===== src/rtl/ldpc_ber_multi_regmap.sv =====
// uP register map for the multi-lane LDPC BER tester: per-lane control/counters,
// tear-free 64-bit reads and a shared, channel-tagged failed-block FIFO.

module ldpc_ber_lane (
  input  logic        clk,
  input  logic        rst,
  input  logic        wsel,
  input  logic [3:0]  wreg,
  input  logic [23:0] wdata,
  input  logic        rsel,
  input  logic [3:0]  rreg,
  input  logic [63:0] finished,
  input  logic [63:0] bit_errors,
  output logic        en,
  output logic        sw_resetn,
  output logic [15:0] factor,
  output logic [7:0]  offset,
  output logic [31:0] rdata
);
  logic        rst_pend;
  logic [31:0] fin_hi, err_hi;

  always_ff @(posedge clk or posedge rst) begin
    if (rst) begin
      en        <= 1'b0;
      sw_resetn <= 1'b1;
      rst_pend  <= 1'b0;
      factor    <= '0;
      offset    <= '0;
      fin_hi    <= '0;
      err_hi    <= '0;
    end else begin
      // pend lines up with wack, so the low pulse lands the cycle after it
      rst_pend  <= wsel && (wreg == 4'h0) && wdata[1];
      sw_resetn <= ~rst_pend;
      if (wsel && wreg == 4'h0) en <= wdata[0];
      if (wsel && wreg == 4'h1) {offset, factor} <= wdata[23:0];
      if (rsel && rreg == 4'h2) fin_hi <= finished[63:32];
      if (rsel && rreg == 4'h4) err_hi <= bit_errors[63:32];
    end
  end

  always_comb begin
    rdata = '0;
    if (rsel) begin
      case (rreg)
        4'h0:    rdata = {31'h0, en};
        4'h1:    rdata = {8'h0, offset, factor};
        4'h2:    rdata = finished[31:0];
        4'h3:    rdata = fin_hi;
        4'h4:    rdata = bit_errors[31:0];
        4'h5:    rdata = err_hi;
        default: rdata = '0;
      endcase
    end
  end
endmodule

module ldpc_ber_multi_regmap #(
  parameter logic [31:0] ID            = 32'h0,
  parameter int          ADDRESS_WIDTH = 10,
  parameter int          NUM_CHANNELS  = 2,
  parameter int          FIFO_DEPTH    = 16
) (
  input  logic                        up_clk,
  input  logic                        up_reset,
  input  logic                        up_rreq,
  output logic                        up_rack,
  input  logic [ADDRESS_WIDTH-1:0]    up_raddr,
  output logic [31:0]                 up_rdata,
  input  logic                        up_wreq,
  output logic                        up_wack,
  input  logic [ADDRESS_WIDTH-1:0]    up_waddr,
  input  logic [31:0]                 up_wdata,
  output logic                        up_interrupt,
  output logic [NUM_CHANNELS-1:0]     ch_en,
  output logic [NUM_CHANNELS-1:0]     ch_sw_resetn,
  output logic [16*NUM_CHANNELS-1:0]  ch_factor,
  output logic [8*NUM_CHANNELS-1:0]   ch_offset,
  input  logic [64*NUM_CHANNELS-1:0]  ch_finished_blks,
  input  logic [64*NUM_CHANNELS-1:0]  ch_bit_errors,
  input  logic [NUM_CHANNELS-1:0]     ch_fail_valid,
  input  logic [64*NUM_CHANNELS-1:0]  ch_fail_id
);
  localparam int AW = ADDRESS_WIDTH;
  localparam int PW = $clog2(FIFO_DEPTH);

  logic [31:0] scratch, drops, rd_word;
  logic [1:0]  irq_enable, irq_status;
  logic        ovf;
  logic        gsel_w, gsel_r, pop, full, nonempty;
  logic        push_any, push_ok, push_lost;
  logic [1:0]  push_ch;
  logic [63:0] push_id;
  logic [2:0]  n_fail, drop_inc;
  logic [32:0] drop_sum;
  logic [PW:0] wr_ptr, rd_ptr, level;
  logic [65:0] mem [FIFO_DEPTH];
  logic [65:0] head;
  logic [NUM_CHANNELS-1:0][31:0] lane_rdata;

  assign gsel_w = up_wreq && (up_waddr[AW-1:4] == '0);
  assign gsel_r = up_rreq && (up_raddr[AW-1:4] == '0);

  for (genvar i = 0; i < NUM_CHANNELS; i++) begin : g_lane
    localparam logic [AW-5:0] PAGE = (AW-4)'(4 + i);
    ldpc_ber_lane u_lane (
      .clk        (up_clk),
      .rst        (up_reset),
      .wsel       (up_wreq && (up_waddr[AW-1:4] == PAGE)),
      .wreg       (up_waddr[3:0]),
      .wdata      (up_wdata[23:0]),
      .rsel       (up_rreq && (up_raddr[AW-1:4] == PAGE)),
      .rreg       (up_raddr[3:0]),
      .finished   (ch_finished_blks[64*i +: 64]),
      .bit_errors (ch_bit_errors[64*i +: 64]),
      .en         (ch_en[i]),
      .sw_resetn  (ch_sw_resetn[i]),
      .factor     (ch_factor[16*i +: 16]),
      .offset     (ch_offset[8*i +: 8]),
      .rdata      (lane_rdata[i])
    );
  end

  assign level    = wr_ptr - rd_ptr;
  assign nonempty = (level != '0);
  assign full     = (level == (PW+1)'(FIFO_DEPTH));
  assign head     = nonempty ? mem[rd_ptr[PW-1:0]] : '0;
  assign pop      = gsel_w && (up_waddr[3:0] == 4'hE) && nonempty;

  always_comb begin
    push_any = 1'b0;
    push_ch  = '0;
    push_id  = '0;
    n_fail   = '0;
    for (int i = NUM_CHANNELS-1; i >= 0; i--) begin
      if (ch_fail_valid[i]) begin
        push_any = 1'b1;
        push_ch  = 2'(i);
        push_id  = ch_fail_id[64*i +: 64];
      end
    end
    for (int i = 0; i < NUM_CHANNELS; i++) n_fail = n_fail + 3'(ch_fail_valid[i]);
  end

  // a simultaneous pop frees the slot, so a push while full is still accepted
  assign push_ok   = push_any && (!full || pop);
  assign push_lost = push_any && !push_ok;
  assign drop_inc  = n_fail - 3'(push_any) + 3'(push_lost);
  assign drop_sum  = {1'b0, drops} + 33'(drop_inc);

  assign irq_status   = {ovf, nonempty};
  assign up_interrupt = |(irq_status & irq_enable);

  always_ff @(posedge up_clk) begin
    if (push_ok) mem[wr_ptr[PW-1:0]] <= {push_ch, push_id};
  end

  always_ff @(posedge up_clk or posedge up_reset) begin
    if (up_reset) begin
      wr_ptr     <= '0;
      rd_ptr     <= '0;
      drops      <= '0;
      ovf        <= 1'b0;
      scratch    <= '0;
      irq_enable <= '0;
    end else begin
      if (push_ok) wr_ptr <= wr_ptr + 1'b1;
      if (pop)     rd_ptr <= rd_ptr + 1'b1;
      drops <= drop_sum[32] ? '1 : drop_sum[31:0];
      ovf   <= (ovf & ~(gsel_w && up_waddr[3:0] == 4'h9 && up_wdata[1])) | push_lost;
      if (gsel_w && up_waddr[3:0] == 4'h2) scratch    <= up_wdata;
      if (gsel_w && up_waddr[3:0] == 4'h8) irq_enable <= up_wdata[1:0];
    end
  end

  always_comb begin
    rd_word = '0;
    if (gsel_r) begin
      case (up_raddr[3:0])
        4'h0:    rd_word = 32'h00020061;
        4'h1:    rd_word = ID;
        4'h2:    rd_word = scratch;
        4'h3:    rd_word = 32'h4350444c;
        4'h4:    rd_word = 32'(NUM_CHANNELS);
        4'h8:    rd_word = {30'h0, irq_enable};
        4'h9:    rd_word = {30'h0, irq_status};
        4'hA:    rd_word = 32'(level);
        4'hB:    rd_word = head[31:0];
        4'hC:    rd_word = head[63:32];
        4'hD:    rd_word = {29'h0, head[65:64], nonempty};
        4'hF:    rd_word = drops;
        default: rd_word = '0;
      endcase
    end
    for (int i = 0; i < NUM_CHANNELS; i++) rd_word = rd_word | lane_rdata[i];
  end

  always_ff @(posedge up_clk or posedge up_reset) begin
    if (up_reset) begin
      up_rack  <= 1'b0;
      up_wack  <= 1'b0;
      up_rdata <= '0;
    end else begin
      up_rack  <= up_rreq;
      up_wack  <= up_wreq;
      up_rdata <= up_rreq ? rd_word : '0;
    end
  end
endmodule

===== config.mk =====
export PLATFORM = sky130hd
export DESIGN_NAME = ldpc_ber_multi_regmap
export DESIGN_NICKNAME = d
export VERILOG_FILES = /design/src/rtl/ldpc_ber_multi_regmap.sv
export SDC_FILE = /design/constraint.sdc
export NUM_CORES = 1
export LEC_CHECK = 0
export BUFFER_PORTS_ARGS = -buffer_cell sky130_fd_sc_hd__buf_2
export CAP_MARGIN = 20
export CORE_MARGIN = 2
export CORE_UTILIZATION = 35
export DETAILED_ROUTE_END_ITERATION = 6
export GPL_ROUTABILITY_DRIVEN = 0
export PLACE_DENSITY = 0.57
export SLEW_MARGIN = 20
export SYNTH_ARGS = -nofsm -noshare
export SYNTH_HDL_FRONTEND = slang
export SYNTH_SLANG_ARGS = --single-unit

===== constraint.sdc =====
create_clock -name up_clk -period 24.2 [get_ports up_clk]
set_input_delay 2.42 -clock up_clk [delete_from_list [all_inputs] [get_ports up_clk]]
set_output_delay 2.42 -clock up_clk [all_outputs]
set_load 0.1 [all_outputs]

# Word-level counts from Yosys, hierarchy flattened
# Memories as Yosys holds them, arrays and structs flattened.
# Index checks and enable logic that the tools add are counted.
# word_totals
out_inout_bits	87
elab_cells	111
register_bits	293
ram_bits	1056
inputBits	442
n_memories	1
# memory_table
name	words	word_bits	read_ports	rd_clocked_by_memory_dff	write_ports	line	rtl
mem	16	66	1	0	1	98	logic [65:0] mem [FIFO_DEPTH];
# classes
eq_ne	22
add_sub_neg	7
reduce_logical	33
muxes	17
bitwise	8
# op_table
operator	count
$pmux 32 s6	2
$pmux 32 s11	1
$mux 32	5
$mux 64	2
$mux 66	1
$or 32x32->32	2
$eq 4x4->1 const B	10
$add 32x3->33	1
$eq 6x3->1 const B	4
$logic_and 1x1->1	24
$eq 4x2->1 const B	3
$logic_not 6->1	2
$add 5x1->5 const B	2
$eq 4x1->1 const B	2
$eq 4x3->1 const B	2
$logic_not 4->1	2
$eq 5x5->1 const B	1
$mux 1	5
$reduce_bool 5->1	1
$sub 5x5->5	1
$add 3x1->3	1
$not 1->1	3
$sub 2x1->3	1
$add 1x1->2	1
7 further kinds	8

# Longest topological paths before layout
# Gate-level depths: netlist of the first run.
# depth
ltp_word	11
mapped_depth	22
depth_no_buf	21

# Hierarchy
# A second synthesis of the first run with hierarchy kept.
# unflattened
hier_cells	3070
area_unflattened_um2	55831.0
# modules_own_cells
mod	cells_each	seq_area_each_um2	area_per_inst_um2	n_inst
ldpc_ber_multi_regmap	2276	34007.6	45818.9	1
ldpc_ber_lane	397	2278.4	5006.1	2

# Worst setup path before layout of the first run
# OpenSTA, ideal clock, no wires.
# synth_path
path_kind	input -> register
startpoint	in up_waddr[5]
endpoint	mem mem[3][0] (enable)
path_slack_ns	15.409
required_time_ns	23.632
path_stages	8
t_arrival_ns	8.223
path_buffers	1
setup_time_ns	0.568
cell_sequence	nor4_2 -> and4bb_1 -> nand2_1 -> or3_1 -> a41oi_2 -> buf_4 -> nand2_1 -> nor3_1
# synth_via
elab_chain_cells	8
# synth_rtl
element	line	rtl
from (decl)	73	input logic [ADDRESS_WIDTH-1:0] up_waddr,
$logic_not 6->1	102	assign gsel_w = up_wreq && (up_waddr[AW-1:4] == '0);
$logic_and 1x1->1	102	
$logic_and 1x1->1 (2 in series)	129	assign pop = gsel_w && (up_waddr[3:0] == 4'hE) && nonempty;
$logic_or 1x1->1	147	assign push_ok = push_any && (!full || pop);
$logic_and 1x1->1	147	
$mux 1	156	if (push_ok) mem[wr_ptr[PW-1:0]] <= {push_ch, push_id};
$mux 1 (not written as such)	156	
to (decl)	98	
# No other way between the ends.

# Worst setup path after layout of the first run
# layout_path
startpoint	reg rd_ptr[1]
endpoint	out up_interrupt
# layout_via
elab_chain_cells	4
# layout_rtl
element	line	rtl
from (decl)	97	logic [PW:0] wr_ptr, rd_ptr, level;
from (signal assigned)	169	if (pop) rd_ptr <= rd_ptr + 1'b1;
$sub 5x5->5	125	assign level = wr_ptr - rd_ptr;
$reduce_bool 5->1	126	assign nonempty = (level != '0);
$and 2x2->2	153	assign up_interrupt = |(irq_status & irq_enable);
$reduce_or 2->1	153	
to (decl)	75	output logic up_interrupt,
# No other way between the ends.

==> results of run 1 <==
## worst max path at each step
| stage | cells after the start | end | slack, ns | start |
|---|---|---|---|---|
| 3_3_place_gp | 16 | drops[29] | 17.74 | up_waddr[5] |
| 2_1_floorplan | 1 | drops[0] | 13.69 | up_reset |
| 6_report | 8 | up_interrupt | 17.84 | rd_ptr[1] |
| 3_5_place_dp | 16 | drops[29] | 17.70 | up_waddr[5] |
| 4_1_cts | 8 | up_interrupt | 17.77 | rd_ptr[1] |
| 5_1_grt | 8 | up_interrupt | 17.62 | rd_ptr[1] |
## worst max-delay path: stages (launching register included)
cell and delay (ns):
dfrtp_4 1.08, inv_1 0.23, ha_1 0.33, nor2b_1 0.12, o21ai_0 0.20, a21oi_1 0.12
o221a_2 0.36, o21ai_0 0.20, buf_2 0.50
## registers in the layout (all words and copies together) (netlist names)
| name | count |
|---|---|
| mem | 1040 |
| g_lane.u_lane.err_hi | 64 |
| g_lane.u_lane.fin_hi | 64 |
| drops | 32 |
| g_lane.u_lane.factor | 32 |
| scratch | 32 |
| up_rdata | 32 |
| g_lane.u_lane.offset | 16 |
| rd_ptr | 5 |
| wr_ptr | 5 |
| g_lane.u_lane.en | 2 |
| g_lane.u_lane.rst_pend | 2 |
| g_lane.u_lane.sw_resetn | 2 |
| irq_enable | 2 |
| ovf | 1 |
| up_rack | 1 |
| up_wack | 1 |
## cells in the final DEF, fill, tap and decap left out, types with 22 or more instances in the layout
cell,instances
edfxtp_1,1040
buf_2,525
mux4_2,316
dfrtp_1,288
mux2_2,207
clkbuf_16,144
nand2_1,118
mux2i_1,89
a21oi_1,68
a22o_1,66
buf_4,57
o22ai_1,54
a22oi_1,51
o21ai_0,44
nor2_1,38
clkbuf_1,35
clkinv_1,25
inv_1,22
nand3_1,22
clkinv_2,22
## routing by layer
layer  vias up  part of all wire  routed length (µm)  track usage
li1      12813                 -                   -            -
met4         2             0.027                4360       0.0604
met3       216             0.063               10300       0.0353
met1     15834              0.43               69800        0.278
met2      1225              0.49               79700        0.340
met5         -          0.000085                  14            0
## final cells by class
cell class | count | area, µm² | area share
antenna | 3 | 7.51 | 0.000117
inverter | 24 | 100 | 0.00156
multi-input combinational | 1323 | 15100 | 0.236
tap | 2044 | 2560 | 0.0400
timing repair buffer | 585 | 3120 | 0.0487
clock buffer | 191 | 3900 | 0.0610
clock inverter | 67 | 607 | 0.00949
sequential | 1333 | 38600 | 0.603
## where the power goes
group / internal, µW / switching (µW) / total, µW / leakage [µW]
logic: 210 / 433 / 643 / 0.00826
clock network: 1210 / 909 / 2120 / 0.00221
registers: 2780 / 69.6 / 2850 / 0.0135
total: 4210 / 1410 / 5620 / 0.0240
## stage by stage
stage,power [µW],utilization,std cells,setup WS [ns]
floorplan,3250,-,2862,13.69
global placement,3550,0.386,5309,17.74
detailed placement,3560,0.386,5309,17.70
CTS,5680,0.415,5567,17.77
global route,5820,0.415,5568,17.62
finish,5620,0.415,5570,17.84
## cell families (layout without fill, tap and decap cells)
kind of cell | Yosys count | after routing | synth area share
xor+xnor | 28 | 28 | 0.00450
buf+inv | 206 | 867 | 0.0176
compound gates | 362 | 362 | 0.0472
flops | 1333 | 1333 | 0.708
simple gates | 296 | 296 | 0.0269
other cells | 0 | 3 | 0
mux | 621 | 621 | 0.192
fa+ha+maj | 16 | 16 | 0.00409
==> results.sh, run 1 <==
export IMPL_htreeDepth=4
export IMPL_grtUsageTotal=0.206
export IMPL_maxCapViolations=0
export IMPL_cts_tree="done"
export IMPL_rows=144
export IMPL_viasPerCell=5.40
export IMPL_avgRoutedWirePerCell_um=29.5
export IMPL_cts_buffers=141
export IMPL_worstRegToRegCells=19
export IMPL_start_util=0.353
export IMPL_synthFlopType="edfxtp_1"
export IMPL_io_buffers=528
export IMPL_syn_area_per_cell_um2=19.0
export IMPL_min_to="g_lane[1].u_lane.sw_resetn"
export IMPL_worstMarginPinSlew_ns=1.09
export IMPL_r2r_end="drops[18]"
export IMPL_clk_pin_slew_ns=0.06
export IMPL_crit_required_ns=21.78
export IMPL_r2r_start="rd_ptr[1]"
export IMPL_num_vias=30090
export IMPL_fp_dieH_um=399
export IMPL_rrSetupSlack_ns=18.93
export IMPL_min_from="g_lane[1].u_lane.rst_pend"
export IMPL_period_minus_slack_ns=6.36
export IMPL_crit_arrival_ns=3.94
export IMPL_slew_violations=0
export IMPL_grt_max_degree=118
export IMPL_cp_start_kind="flip-flop"
export IMPL_die_w_um=399
export IMPL_fmax_mhz=157
export IMPL_path_class="flip-flop to output port"
export IMPL_hold_slack_ns=0.359
export IMPL_core_area_mm2=0.154
export IMPL_status="finished with violations"
export IMPL_leakage_uw=0.0240
export IMPL_dieArea_mm2=0.159
export IMPL_finalHoldViolations=0
export IMPL_drt_wl_total_mm=164
export IMPL_grt_overflow=0
export IMPL_root_buffer="clkbuf_16"
export IMPL_yosys_top_cells_area="edfxtp_1 (57%), dfrtp_1 (13%), mux4_2 (13%), mux2_2 (4.3%), mux2i_1 (1.6%)"
export IMPL_antenna_found_initial=8
export IMPL_cts_sinks=1333
export IMPL_netlist_area_mm2=0.0545
export IMPL_syn_to_final_growth_pct=17.4
export IMPL_critical_path_endpoint_type="output port"
export IMPL_first_pass_iters=7
export IMPL_grt_pass1_wl_mm=231
export IMPL_cts_resized=0
export IMPL_synth_edff_count=1040
export IMPL_design_area_mm2=0.0640
export IMPL_nNetsFinal=3866
export IMPL_setup_viol=0
export IMPL_post_synth_top_count_cell="edfxtp_1"
export IMPL_ctsHoldBuffers=0
export IMPL_fin_worst_skew_ns=0.0271
export IMPL_yosysTopAreaCellShare=0.573
export IMPL_violations="design-rule violations"
export IMPL_clock_latency_ns=0.78
export IMPL_async_flop_share=0.220
export IMPL_synth_net_count=3320
export IMPL_placed_area_mm2=0.0595
export IMPL_setup_tns_final_ns=0
export IMPL_hold_depth=1
export IMPL_yosys_warnings=0
export IMPL_drt_iter0_drc=3039
export IMPL_ant_nets=0
export IMPL_cts_setup_buffers=0
export IMPL_fin_crit_sh=0.263
export IMPL_rsz0062_at_grt="false"
export IMPL_io_pins=529
export IMPL_slew_headroom=0.271
export IMPL_drive_above_1_share=0.383
export IMPL_post_dp_hpwl_mm=108
export IMPL_ys_top_cells_by_count="edfxtp_1 (1,040), mux4_2 (316), dfrtp_1 (291)"
export IMPL_cp_max_fo=65
export IMPL_yosysUniqueCellTypes=64
export IMPL_clk_path_buf_depth=3
export IMPL_ys_ff_latch=1333
export IMPL_drc_errors=1
export IMPL_grt_pass1_vias=30651
export IMPL_min_delay_path_class="flip-flop to flip-flop"
export IMPL_yosysSeqAreaShare=0.708
export IMPL_peakVddDrop_mv=0.0750
export IMPL_synth_cells=2862
export IMPL_yosysTopAreaCell="edfxtp_1"
export IMPL_power_per_cell_area_mw_per_mm2=87.8
export IMPL_fillerInstances=13762
Power figures use the tool's default switching activity.
==> run 2: changes to the inputs <==
==> constraint.sdc (replaced) <==
create_clock -name up_clk -period 5.9 [get_ports up_clk]
set_input_delay 0.59 -clock up_clk [delete_from_list [all_inputs] [get_ports up_clk]]
set_output_delay 0.59 -clock up_clk [all_outputs]
set_load 0.1 [all_outputs]
==> run 2 against run 1 <==
Effect of this change:
- routed wire length hardly changed
- highest routed layer unchanged
- worst setup slack worse by 17 ns
- the run still ends with design-rule violations left
- largest power group unchanged
- combinational power rose to 4.2 times the previous value
==> results.sh, run 2 (same netlist as run 1, synthesis figures left out) <==
export IMPL_worstRegToRegCells=19
export IMPL_io_buffers=528
export IMPL_slew_violations=0
export IMPL_setup_viol=0
export IMPL_leakage_uw=0.0242
export IMPL_status="finished with violations"
export IMPL_period_minus_slack_ns=4.72
export IMPL_num_vias=30312
export IMPL_swShare=0.247
export IMPL_fin_crit_sh=0.801
export IMPL_setup_tns_final_ns=0
export IMPL_violations="design-rule violations"
export IMPL_io_pins=529
export IMPL_core_area_mm2=0.154
export IMPL_first_pass_iters=7
export IMPL_drt_wl_total_mm=164
export IMPL_path_class="flip-flop to flip-flop"
export IMPL_power_per_cell_area_mw_per_mm2=360
export IMPL_maxCapViolations=0
export IMPL_nNetsFinal=3887
export IMPL_grt_max_degree=140
export IMPL_min_delay_path_class="input port to flip-flop"
export IMPL_drive_above_1_share=0.387
export IMPL_fp_dieH_um=399
export IMPL_worst_path_stages=19
export IMPL_p_int_uw=17500
export IMPL_cp_num_buf_inv=3
export IMPL_cpMostUsedCell="inv_1"
export IMPL_slowest_delay_ns=0.64
export IMPL_grtUsageTotal=0.206
export IMPL_clk_pin_slew_ns=0.06
export IMPL_cts_tree="done"
export IMPL_slew_headroom=0.256
export IMPL_hold_depth=2
export IMPL_avgRoutedWirePerCell_um=29.4
export IMPL_crit_required_ns=6.50
export IMPL_dieArea_mm2=0.159
export IMPL_final_cell_mix="edfxtp_1 (1,040), buf_2 (526), mux4_2 (316), dfrtp_1 (288), mux2_2 (207)"
export IMPL_clk_path_buf_depth=3
export IMPL_start_util=0.353
export IMPL_p_sw_uw=5750
export IMPL_clock_latency_ns=0.77
export IMPL_cp_start_kind="flip-flop"
export IMPL_antenna_found_initial=14
export IMPL_critPathTopFamily="simple AND/OR/NAND/NOR gates"
export IMPL_finalHoldViolations=0
export IMPL_p_comb_frac=0.115
export IMPL_largest_reg_flops=1040
export IMPL_p_seq_frac=0.503
export IMPL_crit_arrival_ns=5.33
export IMPL_cp_max_fo=20
export IMPL_grt_pass1_wl_mm=232
export IMPL_grt_overflow=0
export IMPL_peakVddDrop_mv=0.307
export IMPL_path_cells="inv_1 > ha_1 > nor2b_1 > o21ai_0 > a21oi_1 > or2_2 > nand4_1 > nor2_1 > fa_1 > ha_1 > inv_1 > fa_1 > inv_1 > a21oi_1 > nand2b_1 > nor2_1 > nand4_1 > xor2_1 > nand2_1"
export IMPL_worstMarginPinSlew_ns=1.12
export IMPL_critical_path_endpoint_type="flip-flop"
export IMPL_drt_iter0_drc=2964
export IMPL_drc_errors=2
export IMPL_htreeDepth=4
export IMPL_rsz0062_at_grt="false"
export IMPL_ant_nets=0
export IMPL_fin_worst_skew_ns=0.0259
export IMPL_post_dp_hpwl_mm=105
export IMPL_hold_slack_ns=0.0533
export IMPL_cts_buffers=143
export IMPL_root_buffer="clkbuf_16"
export IMPL_final_common_cell="edfxtp_1"
export IMPL_rows=144
export IMPL_fmax_mhz=212
export IMPL_grt_pass1_vias=30983
export IMPL_p_clk_frac=0.381
export IMPL_die_w_um=399
export IMPL_syn_to_final_growth_pct=18.3
export IMPL_slowest_stage="dfrtp_4"
export IMPL_viasPerCell=5.42
export IMPL_cts_sinks=1333
-- run 2: cell types whose count changed in the layout (fill, tap and decap cells not counted), sizes merged, moves of 4 or more --
cell / previous run / this run
buf: 585 / 596
clkbuf: 191 / 186
clkinv: 53 / 57
dlygate4sd3: 0 / 8
-- run 2: worst paths after layout --
kind                                           start                          end  slack, ns
setup / recovery                           rd_ptr[1]                    drops[16]       1.18
hold / removal                     ch_bit_errors[52]  g_lane[0].u_lane.err_hi[20]       0.05
setup reg to reg                           rd_ptr[1]                    drops[16]       1.18
hold reg to reg            g_lane[0].u_lane.rst_pend   g_lane[0].u_lane.sw_resetn       0.35
max in group asynchronous                   up_reset  g_lane[1].u_lane.err_hi[17]       4.11
min in group asynchronous                   up_reset  g_lane[0].u_lane.err_hi[25]       0.36
-- run 2: power groups by stage --
| stage | sequential, µW | combinational [µW] | clock, µW |
|---|---|---|---|
| finish | 11700 | 2680 | 8860 |
| global route | 11800 | 2890 | 9420 |
| CTS | 11700 | 2750 | 9050 |
| detailed placement | 11900 | 2730 | 0 |
| global placement | 11900 | 2710 | 0 |
| floorplan | 11900 | 1490 | 0 |
-- run 2: through the flow --
| stage | power (µW) | utilization | cell area, µm² | instances | setup slack (ns) |
|---|---|---|---|---|---|
| floorplan | 13300 | - | 54500 | 2862 | 0.356 |
| global placement | 14600 | 0.387 | 59700 | 5318 | 1.27 |
| detailed placement | 14600 | 0.387 | 59700 | 5318 | 1.21 |
| CTS | 23500 | 0.418 | 64400 | 5584 | 1.19 |
| global route | 24100 | 0.418 | 64500 | 5591 | 0.865 |
| finish | 23200 | 0.418 | 64500 | 5592 | 1.18 |
-- run 2: cell type report --
| type | instances | area [µm²] |
|---|---|---|
| fill | 13824 | 89800 |
| sequential | 1333 | 38600 |
| multi-input combinational | 1323 | 15100 |
| clock buffer | 186 | 3960 |
| timing repair buffer | 604 | 3480 |
| tap | 2044 | 2560 |
| clock inverter | 73 | 677 |
| inverter | 24 | 96.3 |
| antenna | 5 | 12.5 |
-- run 2: worst register-to-register path, stage by stage (launching register included) --
cell and delay (ns):
dfrtp_4 0.64, inv_1 0.15, ha_1 0.30, nor2b_1 0.13, o21ai_0 0.20, a21oi_1 0.12, or2_2 0.33, nand4_1 0.12
nor2_1 0.07, fa_1 0.51, ha_1 0.16, inv_1 0.06, fa_1 0.42, inv_1 0.08, a21oi_1 0.14, nand2b_1 0.23
nor2_1 0.48, nand4_1 0.19, xor2_1 0.18, nand2_1 0.07
-- run 2: routing by layer --
metal  GRT usage  up-vias  wire, µm
met2       0.337     1114     79500
met3      0.0386      217      9940
met5           0        -        35
met1       0.280    16129     70600
li1            -    12846         -
met4      0.0604        6      4290
-- run 2: repair_timing --
item / in CTS / in global routing
buffers inserted: 0 / 0
gates resized for setup: 0 / 0
endpoints found under the hold margin: 7 / 8
hold buffers: 7 / 1
